[src/rtl/fifo_pkg.sv]
`default_nettype none
// ============================================================================
// fifo_pkg : shared constants, width helper and pointer type for fifo_sync_prog
// Revision : 1.0
// ============================================================================
package fifo_pkg;

   localparam int FWFT_STD      = 0;
   localparam int FWFT_FALLTHRU = 1;

   localparam int DEFAULT_DEPTH = 256;

   function automatic int addr_width(input int depth);
      return $clog2(depth);
   endfunction

   localparam int DEFAULT_ADDR_WIDTH = addr_width(DEFAULT_DEPTH);

   // Pointer for the default geometry; the extra MSB is the wrap bit
   typedef logic [DEFAULT_ADDR_WIDTH:0] ptr_t;

endpackage
`default_nettype wire

[src/rtl/fifo_sync_prog_chk.sv]
`default_nettype none
// ============================================================================
// fifo_sync_prog_chk : assertion interface for status, pointer and sticky-flag rules
// Revision : 1.0
// ============================================================================
interface fifo_sync_prog_chk
   import fifo_pkg::*;
#(
   parameter int DEPTH      = DEFAULT_DEPTH,
   parameter int ADDR_WIDTH = DEFAULT_ADDR_WIDTH
) (
   input logic                clk,
   input logic                rstn,
   input logic                wr_en,
   input logic                rd_en,
   input logic                clear_err,
   input logic                full,
   input logic                empty,
   input logic                overflow,
   input logic                underflow,
   input logic [ADDR_WIDTH:0] count,
   input logic [ADDR_WIDTH:0] wr_ptr,
   input logic [ADDR_WIDTH:0] rd_ptr
);
   localparam logic [ADDR_WIDTH:0] DEPTH_C = (ADDR_WIDTH+1)'(DEPTH);

   a_full: assert property (@(posedge clk) disable iff (!rstn) full == (count == DEPTH_C))
      else $error("FAIL chk_full: full=%0b count=%0d", full, count);
   a_empty: assert property (@(posedge clk) disable iff (!rstn) empty == (count == '0))
      else $error("FAIL chk_empty: empty=%0b count=%0d", empty, count);

   a_no_wr: assert property (@(posedge clk) disable iff (!rstn)
      (wr_en && full) |=> (wr_ptr == $past(wr_ptr)))
      else $error("FAIL chk_no_wr: wr_ptr=%0d moved on rejected write", wr_ptr);
   a_no_rd: assert property (@(posedge clk) disable iff (!rstn)
      (rd_en && empty) |=> (rd_ptr == $past(rd_ptr)))
      else $error("FAIL chk_no_rd: rd_ptr=%0d moved on rejected read", rd_ptr);

   a_ovf_set: assert property (@(posedge clk) disable iff (!rstn)
      (wr_en && full) |=> overflow)
      else $error("FAIL chk_ovf_set: overflow=%0b required 1", overflow);
   a_ovf_hold: assert property (@(posedge clk) disable iff (!rstn)
      (overflow && !clear_err) |=> overflow)
      else $error("FAIL chk_ovf_hold: overflow=%0b required 1", overflow);
   a_unf_set: assert property (@(posedge clk) disable iff (!rstn)
      (rd_en && empty) |=> underflow)
      else $error("FAIL chk_unf_set: underflow=%0b required 1", underflow);
   a_unf_hold: assert property (@(posedge clk) disable iff (!rstn)
      (underflow && !clear_err) |=> underflow)
      else $error("FAIL chk_unf_hold: underflow=%0b required 1", underflow);

endinterface
`default_nettype wire

[src/rtl/fifo_sync_prog_if.sv]
`default_nettype none
// ============================================================================
// fifo_sync_prog_if : producer/consumer bus of the synchronous FIFO
// Revision : 1.0
// ============================================================================
interface fifo_sync_prog_if
   import fifo_pkg::*;
#(
   parameter int DATA_WIDTH = 8,
   parameter int ADDR_WIDTH = DEFAULT_ADDR_WIDTH
);
   logic                  wr_en;
   logic [DATA_WIDTH-1:0] data_in;
   logic                  rd_en;
   logic [DATA_WIDTH-1:0] data_out;
   logic                  rd_valid;
   logic                  full;
   logic                  empty;
   logic                  almost_full;
   logic                  almost_empty;
   logic [ADDR_WIDTH:0]   af_th;
   logic [ADDR_WIDTH:0]   ae_th;
   logic [ADDR_WIDTH:0]   count;
   logic                  overflow;
   logic                  underflow;
   logic                  clear_err;

   modport master (
      output wr_en, data_in, rd_en, af_th, ae_th, clear_err,
      input  data_out, rd_valid, full, empty, almost_full, almost_empty,
             count, overflow, underflow
   );

   modport slave (
      input  wr_en, data_in, rd_en, af_th, ae_th, clear_err,
      output data_out, rd_valid, full, empty, almost_full, almost_empty,
             count, overflow, underflow
   );

endinterface
`default_nettype wire

[src/rtl/fifo_mem.sv]
`default_nettype none
// ============================================================================
// fifo_mem : dual-port storage array, synchronous write, asynchronous read
// Revision : 1.0
// ============================================================================
module fifo_mem
   import fifo_pkg::*;
#(
   parameter int DEPTH      = DEFAULT_DEPTH,
   parameter int DATA_WIDTH = 8,
   parameter int ADDR_WIDTH = addr_width(DEPTH)
) (
   input  logic                  clk,
   input  logic                  wr_en,
   input  logic [ADDR_WIDTH-1:0] wr_addr,
   input  logic [DATA_WIDTH-1:0] wr_data,
   input  logic [ADDR_WIDTH-1:0] rd_addr,
   output logic [DATA_WIDTH-1:0] rd_data
);
   logic [DATA_WIDTH-1:0] mem_q [DEPTH];

   always_ff @(posedge clk) begin
      if (wr_en) begin
         mem_q[wr_addr] <= wr_data;
      end
   end

   assign rd_data = mem_q[rd_addr];

endmodule
`default_nettype wire

[src/rtl/fifo_sync_prog.sv]
`default_nettype none
// ============================================================================
// fifo_sync_prog : single-clock FIFO with STD/FWFT read, fill count, programmable
//                  almost-full/almost-empty thresholds and sticky error flags
// Revision : 1.0
// ============================================================================
module fifo_sync_prog
   import fifo_pkg::*;
#(
   parameter int DEPTH      = DEFAULT_DEPTH,
   parameter int DATA_WIDTH = 8,
   parameter int ADDR_WIDTH = addr_width(DEPTH),
   parameter int FWFT       = FWFT_STD
) (
   input  logic            clk,
   input  logic            rstn,
   fifo_sync_prog_if.slave bus
);
   typedef logic [ADDR_WIDTH:0] cnt_t;
   localparam cnt_t DEPTH_C = cnt_t'(DEPTH);

   cnt_t                  wr_ptr_q, wr_ptr_d;
   cnt_t                  rd_ptr_q, rd_ptr_d;
   cnt_t                  count;
   logic                  overflow_q, overflow_d;
   logic                  underflow_q, underflow_d;
   logic                  wr_acc, rd_acc;
   logic                  full, empty;
   logic [DATA_WIDTH-1:0] mem_rdata;

   // Modular difference of the wrap-bit pointers gives 0..DEPTH without ambiguity
   assign count = wr_ptr_q - rd_ptr_q;
   assign full  = (count == DEPTH_C);
   assign empty = (count == '0);

   always_comb begin
      wr_acc      = bus.wr_en && !full;
      rd_acc      = bus.rd_en && !empty;
      wr_ptr_d    = wr_ptr_q + {{ADDR_WIDTH{1'b0}}, wr_acc};
      rd_ptr_d    = rd_ptr_q + {{ADDR_WIDTH{1'b0}}, rd_acc};
      overflow_d  = (bus.wr_en && full) || (overflow_q && !bus.clear_err);
      underflow_d = (bus.rd_en && empty) || (underflow_q && !bus.clear_err);
   end

   always_ff @(posedge clk) begin
      if (!rstn) begin
         wr_ptr_q    <= '0;
         rd_ptr_q    <= '0;
         overflow_q  <= 1'b0;
         underflow_q <= 1'b0;
      end else begin
         wr_ptr_q    <= wr_ptr_d;
         rd_ptr_q    <= rd_ptr_d;
         overflow_q  <= overflow_d;
         underflow_q <= underflow_d;
      end
   end

   fifo_mem #(
      .DEPTH      (DEPTH),
      .DATA_WIDTH (DATA_WIDTH),
      .ADDR_WIDTH (ADDR_WIDTH)
   ) u_mem (
      .clk     (clk),
      .wr_en   (wr_acc),
      .wr_addr (wr_ptr_q[ADDR_WIDTH-1:0]),
      .wr_data (bus.data_in),
      .rd_addr (rd_ptr_q[ADDR_WIDTH-1:0]),
      .rd_data (mem_rdata)
   );

   generate
      if (FWFT == FWFT_FALLTHRU) begin : g_fwft
         assign bus.data_out = mem_rdata;
         assign bus.rd_valid = !empty;
      end else begin : g_std
         logic [DATA_WIDTH-1:0] data_q, data_d;
         logic                  rd_valid_q, rd_valid_d;

         always_comb begin
            data_d     = rd_acc ? mem_rdata : data_q;
            rd_valid_d = rd_acc;
         end

         always_ff @(posedge clk) begin
            if (!rstn) begin
               data_q     <= '0;
               rd_valid_q <= 1'b0;
            end else begin
               data_q     <= data_d;
               rd_valid_q <= rd_valid_d;
            end
         end

         assign bus.data_out = data_q;
         assign bus.rd_valid = rd_valid_q;
      end
   endgenerate

   assign bus.full         = full;
   assign bus.empty        = empty;
   assign bus.count        = count;
   assign bus.almost_full  = (bus.af_th != '0) && (count >= bus.af_th);
   assign bus.almost_empty = (count <= bus.ae_th);
   assign bus.overflow     = overflow_q;
   assign bus.underflow    = underflow_q;

   fifo_sync_prog_chk #(
      .DEPTH      (DEPTH),
      .ADDR_WIDTH (ADDR_WIDTH)
   ) u_chk (
      .clk       (clk),
      .rstn      (rstn),
      .wr_en     (bus.wr_en),
      .rd_en     (bus.rd_en),
      .clear_err (bus.clear_err),
      .full      (full),
      .empty     (empty),
      .overflow  (overflow_q),
      .underflow (underflow_q),
      .count     (count),
      .wr_ptr    (wr_ptr_q),
      .rd_ptr    (rd_ptr_q)
   );

endmodule
`default_nettype wire
[src/flat_wrapper.sv]
// flat-port wrapper written by rule: the top's interface ports become plain ports
module fifo_sync_prog_flat import fifo_pkg::*;
#(
   parameter int DEPTH      = DEFAULT_DEPTH,
   parameter int DATA_WIDTH = 8,
   parameter int ADDR_WIDTH = addr_width(DEPTH),
   parameter int FWFT       = FWFT_STD
)
  (clk, rstn, bus_wr_en, bus_data_in, bus_rd_en, bus_af_th, bus_ae_th, bus_clear_err, bus_data_out, bus_rd_valid, bus_full, bus_empty, bus_almost_full, bus_almost_empty, bus_count, bus_overflow, bus_underflow);
  fifo_sync_prog_if #(.DATA_WIDTH(DATA_WIDTH), .ADDR_WIDTH(ADDR_WIDTH)) bus_i ();
  input  logic clk;
  input  logic rstn;
  input wire logic [$bits(bus_i.wr_en)-1:0] bus_wr_en;
  input wire logic [$bits(bus_i.data_in)-1:0] bus_data_in;
  input wire logic [$bits(bus_i.rd_en)-1:0] bus_rd_en;
  input wire logic [$bits(bus_i.af_th)-1:0] bus_af_th;
  input wire logic [$bits(bus_i.ae_th)-1:0] bus_ae_th;
  input wire logic [$bits(bus_i.clear_err)-1:0] bus_clear_err;
  output wire logic [$bits(bus_i.data_out)-1:0] bus_data_out;
  output wire logic [$bits(bus_i.rd_valid)-1:0] bus_rd_valid;
  output wire logic [$bits(bus_i.full)-1:0] bus_full;
  output wire logic [$bits(bus_i.empty)-1:0] bus_empty;
  output wire logic [$bits(bus_i.almost_full)-1:0] bus_almost_full;
  output wire logic [$bits(bus_i.almost_empty)-1:0] bus_almost_empty;
  output wire logic [$bits(bus_i.count)-1:0] bus_count;
  output wire logic [$bits(bus_i.overflow)-1:0] bus_overflow;
  output wire logic [$bits(bus_i.underflow)-1:0] bus_underflow;
  assign bus_i.wr_en = bus_wr_en;
  assign bus_i.data_in = bus_data_in;
  assign bus_i.rd_en = bus_rd_en;
  assign bus_i.af_th = bus_af_th;
  assign bus_i.ae_th = bus_ae_th;
  assign bus_i.clear_err = bus_clear_err;
  assign bus_data_out = bus_i.data_out;
  assign bus_rd_valid = bus_i.rd_valid;
  assign bus_full = bus_i.full;
  assign bus_empty = bus_i.empty;
  assign bus_almost_full = bus_i.almost_full;
  assign bus_almost_empty = bus_i.almost_empty;
  assign bus_count = bus_i.count;
  assign bus_overflow = bus_i.overflow;
  assign bus_underflow = bus_i.underflow;
  fifo_sync_prog #(.DEPTH(DEPTH), .DATA_WIDTH(DATA_WIDTH), .ADDR_WIDTH(ADDR_WIDTH), .FWFT(FWFT)) u_core (.clk(clk), .rstn(rstn), .bus(bus_i));
endmodule
[config.mk]
export PLATFORM = sky130hd
export DESIGN_NAME = fifo_sync_prog_flat
export DESIGN_NICKNAME = d
export VERILOG_FILES = /design/src/rtl/fifo_pkg.sv /design/src/rtl/fifo_sync_prog_chk.sv /design/src/rtl/fifo_sync_prog_if.sv /design/src/rtl/fifo_mem.sv /design/src/rtl/fifo_sync_prog.sv /design/src/flat_wrapper.sv
export SDC_FILE = /design/constraint.sdc
export NUM_CORES = 2
export LEC_CHECK = 0
export ABC_CLOCK_PERIOD_IN_PS = 3800
export BUFFER_PORTS_ARGS = -buffer_cell sky130_fd_sc_hd__buf_2
export CAP_MARGIN = 10
export CORE_UTILIZATION = 45
export DETAILED_ROUTE_END_ITERATION = 10
export PLACE_DENSITY = 0.73
export SLEW_MARGIN = 20
export SYNTH_ARGS = -nofsm -noshare
export SYNTH_HDL_FRONTEND = slang
export SYNTH_HIERARCHICAL = 1
export SYNTH_SLANG_ARGS = --single-unit
export TNS_END_PERCENT = 5
[constraint.sdc]
create_clock -name clk -period 3.8 [get_ports clk]
set_clock_uncertainty 0.05 [all_clocks]
set_input_delay 0.38 -clock clk [delete_from_list [all_inputs] [get_ports clk]]
set_output_delay 0.38 -clock clk [all_outputs]
set_load 0.05 [all_outputs]
==> reports/results.tsv <==
stage	metric	value	unit
worst_setup_path	rrSetupSlack	0.04	ns
worst_setup_path	endpoint_kind	output port	
worst_setup_path	crit_arrival	3.70	ns
worst_setup_path	path_class	flip-flop to output port	
cells_and_area	final_common_cell	edfxtp_1	
cells_and_area	fill_cells	13400	
power_and_ir_drop	power_density	533	mW/mm^2
logic_synthesis	ys_ff_latch	2077	
routing	dr.pass1.iters	6	
floorplanning	core_region_area	0.179	sq mm
floorplanning	dieArea	0.183	sq mm
sta	finalCritPeriodShare	109	%
worst_setup_path	r2r_end	u_core/u_mem/mem_q[25][0]$_DFFE_PP_	
sta	finalHoldViolCount	0	
cells_and_area	register_area	0.0621	sq mm
power_and_ir_drop	ir_worst_vdd	527	uV
cells_and_area	layout_common_cells	2048 x edfxtp_1, 454 x mux4_2, 308 x buf_4, 196 x clkbuf_16, 168 x nor2_1	
worst_setup_path	cp_max_fo	4	
placed_design	hpwl	126000	um
power_and_ir_drop	pwr-share-comb	11.8	%
global_routing	grt_max_degree	138	
floorplanning	initial_core_util	45.5	%
logic_synthesis	seq_area_frac_synth	76.0	%
global_routing	grt_use_total	22.0	%
floorplanning	ios	55	
power_and_ir_drop	p_sw	0.0118	W
cells_and_area	final_nets	4434	
cells_and_area	drive_gt1_share	29.7	%
global_routing	antenna_found_initial	5	
routing	dr_wl_met3	22100	um
logic_synthesis	synth_area	0.0817	sq mm
cells_and_area	multi_input_area	0.0187	sq mm
worst_setup_path	slowest_delay	0.40	ns
worst_setup_path	slowest_stage	o311a_1	
outcome	run_status	complete, but fails checks	
worst_setup_path	reg2reg_depth	16	
power_and_ir_drop	switching_share	23.6	%
floorplanning	die_height	428	um
routing	top_layer_used	met5	
power_and_ir_drop	sequentialPowerShare	50.5	%
logic_synthesis	synthArstFlopShare	0	%
clocking	cts_sinks	2077	
cells_and_area	syn_to_final_growth	15.0	%
global_routing	grt_pass1_wl	294000	um
sta	fmax	242	MHz
global_routing	grt_pass1_vias	42100	
sta	setup_viol	4	
worst_hold_path	hold_end	u_core/u_mem/mem_q[131][3]$_DFFE_PP_	
logic_synthesis	synth_nets	4063	
power_and_ir_drop	p_clk_share	37.7	%
logic_synthesis	ys_types	74	
floorplanning	die_w	428	um
worst_hold_path	min-delay-start	bus_data_in[3]	
routing	vias_per_cell	6.20	
sta	slew_headroom	22.6	%
power_and_ir_drop	p_int	0.0382	W
placed_design	io_buffer_count	54	
clocking	clk_latency	0.85	ns
sta	tightest_slew	1.16	ns
placed_design	placed_area	0.0870	sq mm
placed_design	preCtsSetupSlack	-0.126	ns
sta	fin_ws	-0.333	ns
sta	rsz0062_at_grt	yes	
logic_synthesis	synth_xor_area_share	0.172	%
power_and_ir_drop	p_leak	29.0	nW
clocking	cts_tree	done	
worst_setup_path	cp.required	3.37	ns
sta	slew_viol_final	0	
routing	vias	42700	
worst_hold_path	min_path_type	input port to flip-flop	
routing	wl_met2	96800	um
logic_synthesis	yosys.area_share.simple	3.20	%
floorplanning	rows	155	
job	drv_cap	0	
routing	routed_wl	205000	um
worst_hold_path	hold_depth	1	
logic_synthesis	muxShareOfSynthArea	14.2	%
routing	drt-initial-drc-count	5610	
cells_and_area	final_area	0.0939	sq mm
logic_synthesis	ys.flop_type	edfxtp_1	
clocking	clk_pin_slew_worst_paths	0.06	ns
global_routing	overflow	0	
routing	drcViolationCount	0	
logic_synthesis	synth_area_per_cell	20.4	sq um
clocking	cts_made_buffers	190	
logic_synthesis	synth_cells	4000	
routing	ant_nets	0	
worst_setup_path	critPathLaunchType	flip-flop	
clocking	clockBufferDepth	3	
sta	min_period	4.13	ns
routing	m1WireLength	78200	um
outcome	failed_checks	negative setup slack	
logic_synthesis	synth_compound_area_share	3.89	%
logic_synthesis	ys_warn_count	6	
clocking	cts_max_level	4	
logic_synthesis	synth_top_family_by_area	multiplexers	
worst_setup_path	rr_startpoint	u_core/u_chk.wr_ptr[0]$_SDFF_PN0_	
logic_synthesis	synth_edf_count	2048	
logic_synthesis	synth_adder_area_share	0.499	%
routing	wl_per_cell	29.7	um
clocking	root_buffer	clkbuf_16	
placed_design	gp_congestion	0.926	
worst_setup_path	crit_chain	inv_2, ha_4, fa_2, nor2b_4, o2111ai_2, nand3b_1, xor2_4, buf_6, ha_4, nand4_1, o311a_1, a21oi_2, buf_6	
==> repair_timing <==
item	4_1_cts	5_1_grt
gates resized for setup	37	76
endpoints found under the hold margin	2	0
hold buffers	3	0
pin swaps	9	19
setup endpoints to repair	19	446
setup buffers	6	3
cloned	0	6
==> how the worst max path moves through the flow <==
stage | startpoint | to | slack, ns | cells after the start
after CTS | u_core/u_chk.wr_ptr[0]$_SDFF_PN0_ | bus_almost_empty | -0.46 | 14
after global placement | u_core/rd_ptr_q[0]$_SDFF_PN0_ | u_core/bus.data_out[6]$_SDFFE_PN0P_ | -0.15 | 12
after floorplan | u_core/u_chk.wr_ptr[0]$_SDFF_PN0_ | u_core/u_mem/mem_q[112][0]$_DFFE_PP_ | -0.13 | 16
after global routing | u_core/u_chk.wr_ptr[0]$_SDFF_PN0_ | bus_almost_empty | -0.39 | 13
final | u_core/u_chk.wr_ptr[0]$_SDFF_PN0_ | bus_almost_empty | -0.33 | 13
after detailed placement | u_core/rd_ptr_q[0]$_SDFF_PN0_ | u_core/bus.data_out[5]$_SDFFE_PN0P_ | -0.13 | 12
==> synth_stat cells, drive strengths merged, types with 31 or more instances <==
cell | count | share of area [%]
a22oi | 133 | 1.2
mux4 | 456 | 13
edfxtp | 2048 | 75
nand2 | 47 | 0.22
buf | 127 | 1.3
nor2b | 35 | 0.28
a21oi | 103 | 0.63
nor2 | 287 | 1.3
o221ai | 47 | 0.51
o21ai | 31 | 0.19
nand3 | 52 | 0.32
clkbuf | 116 | 0.53
mux2i | 134 | 1.6
ha | 31 | 0.47
==> critical path: cells and delay by family (launching register included) <==
| kind | cells | cell delay [ns] |
|---|---|---|
| AO/OA/AOI/OAI | 3 | 0.71 |
| XOR/XNOR | 1 | 0.10 |
| adder cells (fa/ha/maj) | 3 | 0.79 |
| buffers and inverters | 3 | 0.37 |
| flip-flops | 1 | 0.34 |
| AND/OR/NAND/NOR | 3 | 0.51 |
==> cell type report <==
cell class                 instances  share of cell area [%]
multi-input combinational       1648                    19.9
inverter                          32                   0.136
clock inverter                   127                    1.36
tap                             2355                    3.14
antenna                            2                 0.00533
sequential                      2077                    66.1
clock buffer                     228                    5.22
timing repair buffer             422                    4.10
==> per-stage QoR <==
| stage | instances | TNS, ns | power [W] | hold slack (ns) | utilization, % |
|---|---|---|---|---|---|
| 2_1_floorplan | 4000 | -104.84 | 0.0297 | 0.426 | - |
| 3_3_place_gp | 6516 | -0.384 | 0.0312 | 0.414 | 48.5 |
| 3_5_place_dp | 6516 | -0.390 | 0.0313 | 0.436 | 48.5 |
| 4_1_cts | 6880 | -0.842 | 0.0500 | 0.00363 | 52.1 |
| 5_1_grt | 6890 | -3.07 | 0.0513 | 0.0463 | 52.3 |
| 6_report | 6891 | -0.572 | 0.0500 | 0.0400 | 52.3 |
==> sequential cells by signal, indices dropped and copies added, names as in the netlist <==
register	cells
u_core/u_mem/mem_q	2048
u_core/rd_ptr_q	9
u_core/u_chk.wr_ptr	9
u_core/bus.data_out	8
u_core/bus.overflow	1
u_core/bus.rd_valid	1
u_core/bus.underflow	1
==> layer usage <==
| metal | up-vias | track usage (%) |
|---|---|---|
| met4 | 2 | 8.52 |
| met5 | - | 0 |
| met2 | 2630 | 34.0 |
| li1 | 17400 | - |
| met3 | 393 | 4.71 |
| met1 | 22300 | 30.6 |
==> power by group through the flow <==
stage / combinational, W / clock, W / sequential, W
final: 0.00592 / 0.0189 / 0.0252
after global routing: 0.00620 / 0.0199 / 0.0252
after CTS: 0.00568 / 0.0191 / 0.0252
after detailed placement: 0.00556 / 0 / 0.0257
after global placement: 0.00548 / 0 / 0.0257
after floorplan: 0.00384 / 0 / 0.0258
==> logic make-up (layout without fill, tap and decap cells) <==
family	count (synthesis)	count (layout)
other	0	2
adders and majority gates	32	32
AOI/OAI and AO/OA	451	451
and+or+nand+nor	558	558
DFF	2077	2077
buffers and inverters	275	809
muxes	591	591
xor gates and xnor gates	16	16
Note: power is estimated with default switching activity, not from simulation.
